**src/rtl/tl_pkg.sv**
```systemverilog
// -----------------------------------------------------------------------------
// tl_pkg
// Shared constants for the traffic-light subsystem: lane count, default
// sensor-conditioning parameters and the symbolic approach indices T1..T4.
// No ports; imported by sensor_conditioner and lane_debounce.
// -----------------------------------------------------------------------------
package tl_pkg;

    localparam int NUM_LANES = 4;

    // Defaults for the sensor conditioner parameters
    localparam int DEF_DEBOUNCE_CYCLES = 4;
    localparam int DEF_FULL_THRESH     = 8;
    localparam int DEF_CNT_W           = 4;

    // Approach indices; bit position of each approach in lane-wide vectors
    localparam int T1 = 0;
    localparam int T2 = 1;
    localparam int T3 = 2;
    localparam int T4 = 3;

    // One bit per approach
    typedef logic [NUM_LANES-1:0] lane_mask_t;

endpackage

```
**src/rtl/lane_debounce.sv**
```systemverilog
// -----------------------------------------------------------------------------
// lane_debounce
// One detector lane: 2-flop synchronizer, counter-based debounce and a
// single-cycle rise pulse on every 0->1 change of the debounced level.
//
// Ports
//   clk    in   rising-edge clock
//   rst_n  in   asynchronous active-low reset
//   raw    in   raw asynchronous detector level
//   rise   out  high for the one cycle after the debounced level goes 0->1
// -----------------------------------------------------------------------------
module lane_debounce
    import tl_pkg::*;
#(
    parameter int DEBOUNCE_CYCLES = DEF_DEBOUNCE_CYCLES
) (
    input  logic clk,
    input  logic rst_n,
    input  logic raw,
    output logic rise
);

    // DEBOUNCE_CYCLES never exceeds 15, so four bits always hold the count
    localparam logic [3:0] LAST_COUNT = 4'(DEBOUNCE_CYCLES - 1);

    logic       sync_a;
    logic       sync_b;
    logic       level;
    logic       level_d;
    logic [3:0] deb_cnt;

    // Two-flop synchronizer; sync_b is the only version of raw used below
    always_ff @(posedge clk or negedge rst_n) begin
        if (!rst_n) begin
            sync_a <= 1'b0;
            sync_b <= 1'b0;
        end else begin
            sync_a <= raw;
            sync_b <= sync_a;
        end
    end

    // The counter tracks consecutive cycles of disagreement with the accepted
    // level; any agreeing cycle restarts it, so shorter glitches never flip it.
    always_ff @(posedge clk or negedge rst_n) begin
        if (!rst_n) begin
            level   <= 1'b0;
            deb_cnt <= 4'd0;
        end else if (sync_b == level) begin
            deb_cnt <= 4'd0;
        end else if (deb_cnt == LAST_COUNT) begin
            level   <= ~level;
            deb_cnt <= 4'd0;
        end else begin
            deb_cnt <= deb_cnt + 4'd1;
        end
    end

    // Delayed copy of the level for edge detection
    always_ff @(posedge clk or negedge rst_n) begin
        if (!rst_n) begin
            level_d <= 1'b0;
        end else begin
            level_d <= level;
        end
    end

    // Combinational so the queue counter sees the event on the very next edge
    assign rise = level & ~level_d;

endmodule

```
**src/rtl/sensor_conditioner.sv**
```systemverilog
// -----------------------------------------------------------------------------
// sensor_conditioner
// Turns four raw vehicle-detector inputs into per-lane queue counts and the
// waiting / queue-full flags consumed by the traffic light controller.
// Each debounced arrival bumps the lane's saturating counter; a green lamp on
// a lane empties that lane's queue and overrides any simultaneous arrival.
//
// Ports
//   clk      in   rising-edge clock
//   rst_n    in   asynchronous active-low reset
//   raw_det  in   [3:0] raw detector levels, bit 0 = T1
//   green    in   [3:0] green lamps fed back from the controller
//   ss       out  [3:0] vehicle waiting (queue count non-zero)
//   fs       out  [3:0] queue full (count at or above FULL_THRESH)
//   q_cnt    out  [4*CNT_W-1:0] queue counts, lane i at [i*CNT_W +: CNT_W]
// -----------------------------------------------------------------------------
module sensor_conditioner
    import tl_pkg::*;
#(
    parameter int DEBOUNCE_CYCLES = DEF_DEBOUNCE_CYCLES,
    parameter int FULL_THRESH     = DEF_FULL_THRESH,
    parameter int CNT_W           = DEF_CNT_W
) (
    input  logic                       clk,
    input  logic                       rst_n,
    input  logic [NUM_LANES-1:0]       raw_det,
    input  logic [NUM_LANES-1:0]       green,
    output logic [NUM_LANES-1:0]       ss,
    output logic [NUM_LANES-1:0]       fs,
    output logic [NUM_LANES*CNT_W-1:0] q_cnt
);

    localparam logic [CNT_W-1:0] CNT_MAX  = '1;
    localparam logic [CNT_W-1:0] FULL_LVL = CNT_W'(FULL_THRESH);

    lane_mask_t               arrival;
    logic [NUM_LANES*CNT_W-1:0] q_next;
    lane_mask_t               ss_next;
    lane_mask_t               fs_next;

    // One independent conditioning chain per approach
    for (genvar i = 0; i < NUM_LANES; i++) begin : g_lane
        lane_debounce #(
            .DEBOUNCE_CYCLES(DEBOUNCE_CYCLES)
        ) u_lane (
            .clk  (clk),
            .rst_n(rst_n),
            .raw  (raw_det[i]),
            .rise (arrival[i])
        );
    end

    // Next counts and flags are derived together so the registered flags
    // always describe the registered counts; green wins over an arrival.
    always_comb begin
        q_next  = q_cnt;
        ss_next = '0;
        fs_next = '0;
        for (int i = 0; i < NUM_LANES; i++) begin
            if (green[i]) begin
                q_next[i*CNT_W +: CNT_W] = '0;
            end else if (arrival[i] && (q_cnt[i*CNT_W +: CNT_W] != CNT_MAX)) begin
                q_next[i*CNT_W +: CNT_W] = q_cnt[i*CNT_W +: CNT_W] + CNT_W'(1);
            end
            ss_next[i] = (q_next[i*CNT_W +: CNT_W] != '0);
            fs_next[i] = (q_next[i*CNT_W +: CNT_W] >= FULL_LVL);
        end
    end

    // Queue counters and flag registers
    always_ff @(posedge clk or negedge rst_n) begin
        if (!rst_n) begin
            q_cnt <= '0;
            ss    <= '0;
            fs    <= '0;
        end else begin
            q_cnt <= q_next;
            ss    <= ss_next;
            fs    <= fs_next;
        end
    end

endmodule

```
**config.mk**
```make
export PLATFORM = sky130hd
export DESIGN_NAME = sensor_conditioner
export DESIGN_NICKNAME = d
export VERILOG_FILES = /design/src/rtl/tl_pkg.sv /design/src/rtl/lane_debounce.sv /design/src/rtl/sensor_conditioner.sv
export SDC_FILE = /design/constraint.sdc
export NUM_CORES = 1
export LEC_CHECK = 0
export CAP_MARGIN = 20
export CORE_MARGIN = 1
export CORE_UTILIZATION = 60
export CTS_BUF_LIST = sky130_fd_sc_hd__clkbuf_4
export CTS_CLUSTER_DIAMETER = 150
export DETAILED_ROUTE_END_ITERATION = 8
export PLACE_DENSITY_LB_ADDON = 0.05
export SLEW_MARGIN = 20
export SYNTH_ARGS = -nofsm -noshare
export SYNTH_HDL_FRONTEND = slang
export SYNTH_SLANG_ARGS = --single-unit
```
**constraint.sdc**
```tcl
create_clock -name clk -period 2.7 [get_ports clk]
set_input_delay 0.405 -clock clk [delete_from_list [all_inputs] [get_ports clk]]
set_output_delay 0.405 -clock clk [all_outputs]
set_load 0.005 [all_outputs]
```
==> impl_metrics.yaml, run 1 <==
placed_design:
  routabilityCongestion: 0.8359
  detailedPlacementHpwl_microns: 3104
  port_buffers: 33
  dpl_cell_area_sq_um: 2733
global_route:
  grt_max_degree: 31
  grt_usage_pct: 22.87
  grt_remaining_overflow: 0
  grt_pass1_vias: 1553
  grt_first_pass_wirelength_microns: 7038
  antenna_found_initial: 0
sta:
  slew_viol_final: 0
  finalWorstPathRequiredPeriod_ns: 1.990
  fin_setup_tns_ns: 0
  setup_viol_count_final: 0
  max_clock_freq_ghz: 0.5025
  rsz0062_at_grt: "false"
  final.setup_skew_ns: 0.01056
  tightestPinTransition_ns: 0.3525
  max_slew_margin_pct: 76.33
  final-hold-violation-count: 0
  period_share_pct: 73.70
cells_and_area:
  n_antenna_cell: 0
  final_nets: 240
  layout_commonest_cell: "sky130_fd_sc_hd__dfrtp_1"
  synthToLayoutAreaGrowth_pct: 19.58
  final_cell_mix: "sky130_fd_sc_hd__dfrtp_1 (56), sky130_fd_sc_hd__clkdlybuf4s50_1 (32), sky130_fd_sc_hd__nand2b_1 (15)"
  layout-drive-gt1-share_pct: 12.11
  fill_cells: 246
  final_design_area_excluding_fillers_sq_um: 2789
critical_path:
  criticalPathCategory: "register to register"
  critical_path_arrival_ns: 2.25
  crit-reg2reg-launch: "q_cnt[0]"
  timing.critical_path.max_delay_family: "flip-flops"
  timing.critical_path.from_type: "register"
  cp_peak_stage_delay_ns: 0.48
  setup.worst_path.start: "q_cnt[0]"
  critPathSlowestCell: "sky130_fd_sc_hd__dfrtp_1"
  worst_ep_required_ns: 2.96
  r2r_end: "ss[0]"
  cells_along_the_critical_path: "ha_1 -> a31oi_2 -> mux2_2 -> or4_1"
  crit_fanout: 6
  rr_worst_depth: 4
  cp-endpoint: "ss[0]"
  timing.critical_path.depth: 4
  rrSetupSlack_ns: 0.71
  worstSetupEndpointType: "register"
  critPathBufInv: 0
die:
  num_rows: 22
  core_sq_um: 3689
  ios: 34
  die_x_microns: 64.35
  die_span_y_microns: 64.35
  initial_utilization_pct: 63.23
  floorplan.die_area_sq_um: 4140
detailed_routing:
  antenna_violating_nets_left: 0
  first_iter_violations: 51
  detailroute.via_count: 1539
  post_drt_via_cell_ratio: 5.679
  routed_wire_length_per_instance_microns: 15.30
  drt-total-wl_microns: 4146
  detailedRoute.firstPassIterationCount: 4
  drc_errors: 0
pwr:
  powerDensity_nw_per_um2: 772.2
  cellLeakagePower_uw: 0.001209
  vdd_drop_max_uv: 427.0
logic_synthesis:
  netlist-cell-type-count: 21
  yosysSeqAreaShare_pct: 60.09
  synth.cell_area_sq_um: 2332
  yosysWarningCount: 0
  syn_nets: 198
  synthesis.instances: 180
  synth_seq_cells: 56
  syn_avg_cell_area_sq_um: 12.96
hold_path:
  classification_of_the_worst_slack_hold_path: "input port to async pin"
cts:
  cts_root_buffer: "sky130_fd_sc_hd__clkbuf_4"
  clk_pin_slew_ns: 0.15
  insertion_delay_ns: 0.37
  h-tree-depth: 2
  cts_resized: 0
  tritoncts: "yes"
  cts_buffer_depth: 2
  cts_post_setup_buffers_inserted: 0
  clock_sink_count: 56
  clock_buffer_count_from_cts: 5
  postCtsHoldBufs: 0
flow_run:
  max-cap-violations: 0
run_status:
  outcome: "completed"
## area by class of cell
type | instances | area (sq um) | area share [%]
sequential | 56 | 1401 | 50.25
multi-input combinational | 124 | 930.9 | 33.38
timing repair buffer | 35 | 340.3 | 12.20
tap | 48 | 60.06 | 2.153
clock buffer | 5 | 37.54 | 1.346
clock inverter | 3 | 18.77 | 0.6729
## flip-flops by register name, indices dropped and copies added, names as in the netlist
register,flops
g_lane.u_lane.deb_cnt,16
ss,4
q_cnt,16
g_lane.u_lane.level,4
g_lane.u_lane.sync_a,4
g_lane.u_lane.level_d,4
g_lane.u_lane.sync_b,4
fs,4
## through the flow
step           hold WS, ns  utilization (%)  total power [uW]  std cells  worst slack [ns]
2_1_floorplan       0.1094                -              1546        180            0.8770
3_3_place_gp        0.3348            74.08              1760        263            0.7968
3_5_place_dp        0.3372            74.08              1822        263            0.7425
4_1_cts           0.004058            75.61              2171        271            0.7312
5_1_grt           0.004052            75.61              2295        271            0.6126
6_report          0.003760            75.61              2154        271            0.7101
## routing by layer
metal	track usage, %	wire length (microns)	vias to the layer above
met2	37.50	2140	28
met1	29.30	1825	764
met3	3.571	107	7
met4	11.94	73	0
li1	-	-	740
met5	0	0	-
## Yosys cell counts
library cell	n	area, sq um
sky130_fd_sc_hd__a211oi_1	8	60.06
sky130_fd_sc_hd__a21oi_1	7	35.03
sky130_fd_sc_hd__a31oi_2	4	50.05
sky130_fd_sc_hd__a41oi_1	4	35.03
sky130_fd_sc_hd__and2b_2	4	35.03
sky130_fd_sc_hd__and4b_1	4	40.04
sky130_fd_sc_hd__dfrtp_1	56	1401
sky130_fd_sc_hd__ha_1	8	100.1
sky130_fd_sc_hd__mux2_2	9	101.4
sky130_fd_sc_hd__mux2i_1	4	40.04
sky130_fd_sc_hd__nand2_1	1	3.750
sky130_fd_sc_hd__nand2b_1	15	93.84
sky130_fd_sc_hd__nand3_1	8	40.04
sky130_fd_sc_hd__nand3b_1	3	22.52
sky130_fd_sc_hd__nor2_1	9	33.78
sky130_fd_sc_hd__nor2b_1	8	50.05
sky130_fd_sc_hd__nor3_1	12	60.06
sky130_fd_sc_hd__nor3b_1	4	30.03
sky130_fd_sc_hd__or4_1	4	30.03
sky130_fd_sc_hd__xnor2_1	4	35.03
sky130_fd_sc_hd__xor2_1	4	35.03
## worst reg2reg max path, cell delays in order (launching register included)
cell                      delay (ns)
sky130_fd_sc_hd__dfrtp_1        0.48
sky130_fd_sc_hd__ha_1           0.29
sky130_fd_sc_hd__a31oi_2        0.27
sky130_fd_sc_hd__mux2_2         0.37
sky130_fd_sc_hd__or4_1          0.47
## where the power goes
group          internal [uW]  switching, uW
sequential              1010            163
clock                   98.5            248
combinational            364            269
total                   1470            680
## worst min-delay path by stage
| stage | from | cells after the start | endpoint |
|---|---|---|---|
| 2_1_floorplan | rst_n | 0 | fs[0] |
| 3_3_place_gp | g_lane[2].u_lane.sync_a | 0 | g_lane[2].u_lane.sync_b |
| 3_5_place_dp | g_lane[3].u_lane.sync_a | 0 | g_lane[3].u_lane.sync_b |
| 4_1_cts | rst_n | 2 | fs[3] |
| 5_1_grt | rst_n | 2 | q_cnt[15] |
| 6_report | rst_n | 2 | fs[3] |
## cells by family (layout without fill, tap and decap cells)
kind of cell / after synthesis / after routing / synth area share, %
flip-flops: 56 / 56 / 60.09
XOR/XNOR: 8 / 8 / 3.004
AND/OR/NAND/NOR: 72 / 72 / 18.83
AO/OA/AOI/OAI: 23 / 23 / 7.725
multiplexers: 13 / 13 / 6.062
adder cells (fa/ha/maj): 8 / 8 / 4.292
buffers and inverters: 0 / 43 / 0
Power figures use the tool's default switching activity.
==> run 2, diff against run 1 <==
- CORE_UTILIZATION: 60 -> 56
- clock period: 2.7 -> 2.05 ns (I/O delays scaled with it)
==> run 2 against run 1 <==
Clock-buffer cell count is 1 higher. First-iteration DRC count is 49% higher. Final area increased by 1.3%. Final cell count increased by 1.1%. Sequential power rose by 30%. Setup slack worse by 0.64 ns. Flip-flop and latch count stayed put. Largest power group unchanged.
==> impl_metrics.yaml, run 2 (synthesized netlist as in run 1, its figures left out) <==
detailed_routing:
  drc_errors: 0
  routed_wire_length_per_instance_microns: 14.28
  post_drt_via_cell_ratio: 5.730
  first_iter_violations: 76
  drt-total-wl_microns: 3913
  detailroute.via_count: 1570
  detailedRoute.firstPassIterationCount: 4
  antenna_violating_nets_left: 0
cells_and_area:
  layout.area.seq_sq_um: 1401
  final_cell_mix: "sky130_fd_sc_hd__dfrtp_1 (56), sky130_fd_sc_hd__clkdlybuf4s50_1 (32), sky130_fd_sc_hd__nand2b_1 (15)"
  total_area_of_multi_input_combinational_cells_sq_um: 930.9
  final_design_area_excluding_fillers_sq_um: 2825
  fill_cells: 271
  layout_commonest_cell: "sky130_fd_sc_hd__dfrtp_1"
  layout-drive-gt1-share_pct: 12.50
  final_nets: 241
  largestRegisters: "g_lane.u_lane.deb_cnt x16, q_cnt x16"
  n_antenna_cell: 0
  synthToLayoutAreaGrowth_pct: 21.14
cts:
  cts_buffer_depth: 2
  cts_root_buffer: "sky130_fd_sc_hd__clkbuf_4"
  h-tree-depth: 2
  clock_buffer_count_from_cts: 5
  clk_pin_slew_ns: 0.14
  cts_post_setup_buffers_inserted: 0
  clock_sink_count: 56
  insertion_delay_ns: 0.36
  tritoncts: "yes"
  cts_resized: 0
global_route:
  grt_first_pass_wirelength_microns: 6762
  grt.met1_usage_pct: 24.80
  grt_remaining_overflow: 0
  grt_busiest_layer: "met2"
  grt_pass1_vias: 1540
  antenna_found_initial: 0
  grt_util_met3_pct: 5.822
  grt_util_met2_pct: 35.59
  grt_usage_pct: 20.84
  grt_max_degree: 27
placed_design:
  dpl_cell_area_sq_um: 2735
  detailedPlacementHpwl_microns: 2982
  port_buffers: 33
  routabilityCongestion: 0.7802
  detailedPlace.worstSlack_ns: 0.1088
critical_path:
  cp_peak_stage_delay_ns: 0.50
  crit-reg2reg-launch: "q_cnt[4]"
  worstSetupEndpointType: "register"
  critPathBufInv: 0
  timing.critical_path.max_delay_family: "simple AND/OR/NAND/NOR gates"
  crit_fanout: 6
  timing.critical_path.from_type: "register"
  critPathSlowestCell: "sky130_fd_sc_hd__or4_1"
  rrSetupSlack_ns: 0.07
  criticalPathCategory: "register to register"
  critical_path_arrival_ns: 2.22
  r2r_end: "ss[1]"
  worst_ep_required_ns: 2.29
  rr_worst_depth: 4
  cells_along_the_critical_path: "ha_1 -> a31oi_2 -> mux2_2 -> or4_1"
flow_run:
  max-cap-violations: 0
sta:
  setup_ws_ns: 0.06741
  final.setup_skew_ns: 0.008480
  max_clock_freq_ghz: 0.5044
  max_slew_margin_pct: 64.17
  slew_viol_final: 0
  tightestPinTransition_ns: 0.5374
  setup_viol_count_final: 0
  final-hold-violation-count: 0
  period_share_pct: 96.71
  finalWorstPathRequiredPeriod_ns: 1.983
  fin_setup_tns_ns: 0
  rsz0062_at_grt: "false"
pwr:
  vdd_drop_max_uv: 548.2
  powerDensity_nw_per_um2: 1040
  power_uw: 2938
  cellLeakagePower_uw: 0.001234
hold_path:
  holdPathStages: 1
  whs_endpoint: "g_lane[3].u_lane.sync_a"
  hp-start: "raw_det[3]"
  classification_of_the_worst_slack_hold_path: "input port to register"
run_status:
  outcome: "completed"
die:
  core_sq_um: 4000
  die_x_microns: 66.54
  die_span_y_microns: 66.54
  ios: 34
  num_rows: 23
  floorplan.die_area_sq_um: 4427
  initial_utilization_pct: 58.30
run 2: changes by cell type in the layout (fill, tap and decap cells not counted):
cell	before	now
sky130_fd_sc_hd__clkinvlp_4	2	0
sky130_fd_sc_hd__bufinv_16	0	1
sky130_fd_sc_hd__clkbuf_4	5	6
sky130_fd_sc_hd__clkinv_1	1	0
sky130_fd_sc_hd__dlygate4sd3_1	0	1
sky130_fd_sc_hd__clkinv_2	0	1
run 2: worst max path at each step:
stage,endpoint,cells after the start,from
finish,ss[1],4,q_cnt[4]
global route,ss[1],4,q_cnt[4]
CTS,ss[3],4,q_cnt[12]
detailed placement,ss[3],4,q_cnt[12]
global placement,ss[3],4,q_cnt[12]
floorplan,ss[0],4,q_cnt[0]
run 2: power breakdown:
part	switching (uW)	internal, uW	leakage (uW)
logic	352	475	0.000455
clock network	308	270	0.0000456
registers	201	1330	0.000733
run 2: layer usage:
| layer | share of wire, % | routed length, microns |
|---|---|---|
| met4 | 2.3 | 90 |
| met1 | 42 | 1648 |
| met3 | 4.6 | 181 |
| met5 | 0 | 0 |
| met2 | 51 | 1993 |
run 2: metrics by stage:
stage	hold WS, ns	cells	util (%)
4_1_cts	0.3443	274	70.63
2_1_floorplan	0.01191	180	-
6_report	0.3635	274	70.63
5_1_grt	0.3179	274	70.63
3_5_place_dp	0.3268	265	68.38
3_3_place_gp	0.3089	265	68.38
run 2: layout make-up:
cell class              count  area share [%]
clock buffers               6           1.594
multi-input cells         124           32.95
flip-flops and latches     56           49.60
well taps                  50           2.214
repair buffers             36           12.40
clock inverters             2           1.240
run 2: repair_timing:
item / CTS / global route
hold buffers: 1 / 0
endpoints found under the setup margin: 0 / 0
endpoints found under the hold margin: 24 / 0
run 2: worst register-to-register path, cell delays in order (launching register included):
cell and delay [ns]:
sky130_fd_sc_hd__dfrtp_1 0.46, sky130_fd_sc_hd__ha_1 0.28, sky130_fd_sc_hd__a31oi_2 0.26, sky130_fd_sc_hd__mux2_2 0.37, sky130_fd_sc_hd__or4_1 0.50
